==> src/rtl/booth_mult_r4.sv <==
// ---------------------------------------------------------------------------
// booth_mult_r4
//   Sequential radix-4 (modified Booth) multiplier. It retires two multiplier
//   bits per cycle, so one multiply takes WIDTH/2+1 iterations plus one DONE
//   cycle. Operands are sign-extended (signed_mode=1) or zero-extended
//   (signed_mode=0) by two bits. This keeps unsigned full-range products and
//   the signed -2^(W-1) * -2^(W-1) corner exact.
//
// Ports
//   clk          system clock, rising edge
//   rst_n        asynchronous active-low reset
//   start        request, accepted only when not busy (IDLE or DONE)
//   signed_mode  1 = two's-complement operands, 0 = unsigned (captured)
//   mc           multiplicand (captured with start)
//   mp           multiplier   (captured with start)
//   prod         2*WIDTH product, valid with done, held until next done
//   busy         high while iterating
//   done         one-cycle pulse when prod is valid
// ---------------------------------------------------------------------------
module booth_mult_r4 #(
    parameter int WIDTH = 8
) (
    input  logic                 clk,
    input  logic                 rst_n,
    input  logic                 start,
    input  logic                 signed_mode,
    input  logic [WIDTH-1:0]     mc,
    input  logic [WIDTH-1:0]     mp,
    output logic [2*WIDTH-1:0]   prod,
    output logic                 busy,
    output logic                 done
);

    localparam int E  = WIDTH + 2;
    localparam int N  = E / 2;
    localparam int CW = $clog2(N + 1);
    localparam logic [CW-1:0] CNT_LAST = CW'(N - 1);

    typedef enum logic [1:0] {
        IDLE = 2'd0,
        CALC = 2'd1,
        DONE = 2'd2
    } state_t;

    state_t               state_q, state_d;
    logic signed [E-1:0]  a_q, a_d;
    logic signed [E-1:0]  m_q, m_d;
    logic [E-1:0]         q_q, q_d;
    logic                 qm1_q, qm1_d;
    logic [CW-1:0]        cnt_q, cnt_d;
    logic [2*WIDTH-1:0]   prod_q, prod_d;

    logic [2:0]           trip;
    logic [1:0]           mag;
    logic                 neg;
    logic signed [E:0]    a_ext, m_ext, m2_ext, sel, addend, sum;
    logic [2*E-1:0]       aq_next;

    // Two-bit extension. signed_mode only influences the result through
    // this extension, so it does not need its own register.
    function automatic logic [E-1:0] extend(input logic [WIDTH-1:0] v,
                                            input logic sm);
        return {{2{sm & v[WIDTH-1]}}, v};
    endfunction

    // Booth digit magnitude for triplet {Q1,Q0,Q-1}: 0, 1 (M) or 2 (2M).
    function automatic logic [1:0] booth_mag(input logic [2:0] t);
        case (t)
            3'b001, 3'b010, 3'b101, 3'b110: return 2'd1;
            3'b011, 3'b100:                 return 2'd2;
            default:                        return 2'd0;
        endcase
    endfunction

    // Digit is negative for 100, 101 and 110 (111 is a zero digit).
    function automatic logic booth_neg(input logic [2:0] t);
        return t[2] & ~(t[1] & t[0]);
    endfunction

    always_comb begin
        state_d = state_q;
        a_d     = a_q;
        m_d     = m_q;
        q_d     = q_q;
        qm1_d   = qm1_q;
        cnt_d   = cnt_q;
        prod_d  = prod_q;

        trip   = {q_q[1:0], qm1_q};
        mag    = booth_mag(trip);
        neg    = booth_neg(trip);

        // One extra bit so that adding 2M can never overflow.
        a_ext  = {a_q[E-1], a_q};
        m_ext  = {m_q[E-1], m_q};
        m2_ext = m_ext <<< 1;
        case (mag)
            2'd1:    sel = m_ext;
            2'd2:    sel = m2_ext;
            default: sel = '0;
        endcase
        // Subtraction shares the adder: invert and inject carry-in 1.
        addend = neg ? ~sel : sel;
        sum    = a_ext + addend + {{E{1'b0}}, neg};

        // {A,Q} after the arithmetic shift right by two. The sum's sign bit
        // refills A from the top, and its low two bits move into Q.
        aq_next = {sum[E], sum[E:2], sum[1:0], q_q[E-1:2]};

        case (state_q)
            CALC: begin
                a_d   = aq_next[2*E-1:E];
                q_d   = aq_next[E-1:0];
                qm1_d = q_q[1];
                cnt_d = cnt_q + 1'b1;
                if (cnt_q == CNT_LAST) begin
                    state_d = DONE;
                    // Load the product on entry to DONE so it is valid
                    // while done is high.
                    prod_d  = aq_next[2*WIDTH-1:0];
                end
            end
            default: begin
                // IDLE and DONE both accept a new request.
                state_d = IDLE;
                if (start) begin
                    state_d = CALC;
                    a_d     = '0;
                    m_d     = extend(mc, signed_mode);
                    q_d     = extend(mp, signed_mode);
                    qm1_d   = 1'b0;
                    cnt_d   = '0;
                end
            end
        endcase
    end

    always_ff @(posedge clk or negedge rst_n) begin
        if (!rst_n) begin
            state_q <= IDLE;
            a_q     <= '0;
            m_q     <= '0;
            q_q     <= '0;
            qm1_q   <= 1'b0;
            cnt_q   <= '0;
            prod_q  <= '0;
        end else begin
            state_q <= state_d;
            a_q     <= a_d;
            m_q     <= m_d;
            q_q     <= q_d;
            qm1_q   <= qm1_d;
            cnt_q   <= cnt_d;
            prod_q  <= prod_d;
        end
    end

    assign prod = prod_q;
    assign busy = (state_q == CALC);
    assign done = (state_q == DONE);

endmodule

==> config.mk <==
export PLATFORM = sky130hd
export DESIGN_NAME = booth_mult_r4
export DESIGN_NICKNAME = d
export VERILOG_FILES = /design/src/rtl/booth_mult_r4.sv
export SDC_FILE = /design/constraint.sdc
export NUM_CORES = 1
export LEC_CHECK = 0
export ABC_CLOCK_PERIOD_IN_PS = 7000
export CAP_MARGIN = 10
export CORE_AREA = 2 2 95 60
export CTS_CLUSTER_SIZE = 24
export DETAILED_ROUTE_END_ITERATION = 7
export DIE_AREA = 0 0 97 62
export PLACE_DENSITY = 0.87
export SKIP_LAST_GASP = 1
export SLEW_MARGIN = 20
export SYNTH_ARGS = -nofsm -noshare
export SYNTH_HDL_FRONTEND = slang
export SYNTH_SLANG_ARGS = --single-unit
==> constraint.sdc <==
create_clock -name clk -period 7 [get_ports clk]
set_input_delay 0.7 -clock clk [delete_from_list [all_inputs] [get_ports clk]]
set_output_delay 0.7 -clock clk [all_outputs]
set_load 0.005 [all_outputs]
==> results.md <==
- Outcome: finished, final reports clean
- Final Cell Area: around 3300 um2
- CP Class: reg2reg
- Core Region: 5280 um2
- Worst hold path type: in2async
- # fillers: about 410
- Number of antenna violations at the first check in global routing: 0
- Port buffer count: 37
- # nets final: about 360
- Clock root cell: clkbuf_8
- Total global routing overflow: 0
- Fmax: around 0.3 GHz
- FF-to-FF path depth: 13
- Setup violations, final: 0
- Sequential cell area fraction in the yosys report: around 44%
- Largest net degree at the start of global routing: between 50 and 60
- Max-slew headroom at the worst pin: ~47%
- CTS tree: yes
- 1st-pass router iterations: 5
- I/O pins: 38
- Clk slew on worst S/H paths: 0.09 ns
- Remaining antenna violation count: 0
- Critical Path RT: roughly 7.2 ns
- CTS Hold Buffers Added: 0
- Mapped Cells: 295
- Routed vias/inst: ~5.7
- Initial Util: around 54%
- Top Metal Used: met4
- Postcts setup bufs: 0
- Avg Cell Area, Syn: roughly 9.6 um2
- Die Height: ~62 um
- Post-synth EDFFs: 0
- Initial DRC Count: 147
- Least-Margin Pin Slew: about 0.79 ns
- Final GP Congestion: 0.943
- Latest clock arrival within the worst-skew pair: ~0.3 ns
- Number of library cell types mapped by synthesis: between 40 and 50
- Critical path's top delay family: simple AND/OR/NAND/NOR gates
- Layout cell share with drive strength beyond 1: around 8.5%
- DR WL met3: 437 um
- Final number of hold-violating endpoints: 0
- Critical path capture point type: flop
- Reg area: ~1300 um2
- Gr usage total: around a fifth
- Number of global-route vias before repair: around 2000
- DR vias: between 2000 and 2500
- Crit. path cell count: 13
- CTS sink count: 50
- Detail Placement HPWL: approximately 4500 um
- Wire per inst: roughly 15 um
- Synth Net Count: 330
- Worst EP arrival: between 3 and 4 ns
- Most used DFF post-synth: dfrtp_1
- Number of CTS-inserted buffers: 5
- Multi-input logic area: about 1500 um2
- Die extent in x: 97 um
- Setup crit start kind: flop
- Final Skew: between 0.007 and 0.008 ns
- Global-route wire length before repair: 9780 um
- Fin Setup TNS: 0 ns
- Mapped Area: around 2800 um2
- Post-Route WL: 6140 um
- Critical path cell sequence: nand2b_1 > o22ai_1 > inv_1 > ha_1 > a22oi_1 > nor2_1 > xor2_1 > ha_1 > a21oi_1 > nor2_1 > nor3_1 > nor3_1 > or4_1
- Synthesized flop and latch total: 50
- M1 WL: approximately 3000 um
- YS warnings: 0
- Met2 Wirelength: around 2700 um
- H-tree depth: 2
- Max-Cap Viols: 0
- Crit Path Max Fanout: 11
- Area delta synth->final: 18.0%
- Period Utilization, post-route: 47.9%
- FP Rows: 21
- Fin crit period: around 3.4 ns
- Placed Instance Area: around 3200 um2
- Hold slack: slightly above 0.4 ns
- DIE AREA: 6010 um2
- Max Slew Vio Count: 0
- Clock buffer depth: 2
- Bufs and invs on worst path: 1
- Unrepaired setup endpoints after global routing: no
- CP peak stage delay: ~0.46 ns
- Critical Path Slowest Stage Cell: dfrtp_1
- # diodes: 0
- Asr flop ratio synth: 100%
- Drt drc: 0
- Resize count post-CTS: 0
synthesized netlist by cell type, drive strengths merged (2+ instances only):
master	n	area [um2]
nand2	54	203
nor2	17	63.8
o211ai	3	36.3
inv	8	30.0
nand2b	5	31.3
nor3	5	25.0
a311oi	2	17.5
a31oi	3	18.8
dfrtp	50	1250
mux2	8	90.1
nor2b	3	18.8
nand3b	11	95.1
o21a	3	22.5
a22oi	8	60.1
or3	2	12.5
clkbuf	9	37.5
xnor2	6	52.6
or4	2	15.0
buf	6	37.5
a21o	2	15.0
a21oi	10	50.1
mux2i	8	80.1
ha	14	175
xor2	11	96.3
nand3	2	10.0
o21ai	32	171
o22ai	2	12.5
sequential cells by signal (all words and copies together), names as in the netlist:
name,flops
a_q,9
cnt_q,3
m_q,9
prod,16
q_q,10
qm1_q,1
state_q,2
kinds of logic (layout without fill, tap and decap cells):
group	after synthesis	in the layout	share of synthesized area (%)
AO/OA/AOI/OAI	69	69	16.2
flip-flops	50	50	44.1
XOR/XNOR	17	17	5.25
adder cells (fa/ha/maj)	15	15	6.88
buffers and inverters	24	57	3.84
multiplexers	16	16	6.00
AND/OR/NAND/NOR	104	104	17.7
path summary, 6_finish.rpt:
check / start / endpoint / slack, ns
max: qm1_q$_DFFE_PN0P_ / a_q[7]$_DFFE_PN0P_ / 3.65
min: rst_n / prod[13]$_DFFE_PN0P_ / 0.40
max in group asynchronous: rst_n / a_q[8]$_DFFE_PN0P_ / 6.16
max reg2reg: qm1_q$_DFFE_PN0P_ / a_q[7]$_DFFE_PN0P_ / 3.65
min reg2reg: prod[15]$_DFFE_PN0P_ / prod[15]$_DFFE_PN0P_ / 0.48
min in group clk: prod[15]$_DFFE_PN0P_ / prod[15]$_DFFE_PN0P_ / 0.48
cell type report:
cell class,count,share of cell area (%)
clock buffers,6,2.17
clock inverters,2,1.12
inverters,9,1.01
multi-input cells,221,44.1
flip-flops and latches,50,37.4
well taps,69,2.58
repair buffers,40,11.7
placed cells by master, fill, tap and decap left out, types with 10 or more instances in the layout:
master           count
nand2_1             54
dfrtp_1             50
clkdlybuf4s50_1     36
a21oi_1             10
xor2_1              11
nand3b_1            10
ha_1                14
nor2_1              17
o21ai_0             29
worst register-to-register path: stages, from the launching register on:
cell,delay [ns]
dfrtp_1,0.46
nand2b_1,0.17
o22ai_1,0.20
inv_1,0.08
ha_1,0.33
a22oi_1,0.22
nor2_1,0.07
xor2_1,0.17
ha_1,0.39
a21oi_1,0.41
nor2_1,0.10
nor3_1,0.14
nor3_1,0.06
or4_1,0.42
per-layer routing:
layer	up-vias	GRT usage [%]
li1	1077	-
met3	10	5.26
met5	-	0
met2	86	31.8
met4	0	6.44
met1	1089	30.3
through the flow:
stage / cells / utilization, % / setup WS (ns)
3_5_place_dp: 389 / 61.3 / 3.74
3_3_place_gp: 389 / 61.3 / 3.89
5_1_grt: 397 / 63.4 / 3.44
2_1_floorplan: 295 / - / 4.02
6_report: 397 / 63.4 / 3.65
4_1_cts: 397 / 63.3 / 3.69
Power is left out: the tool's default activity adds up to more than one toggle a clock period on the data nets, which glitch-free logic cannot reach.
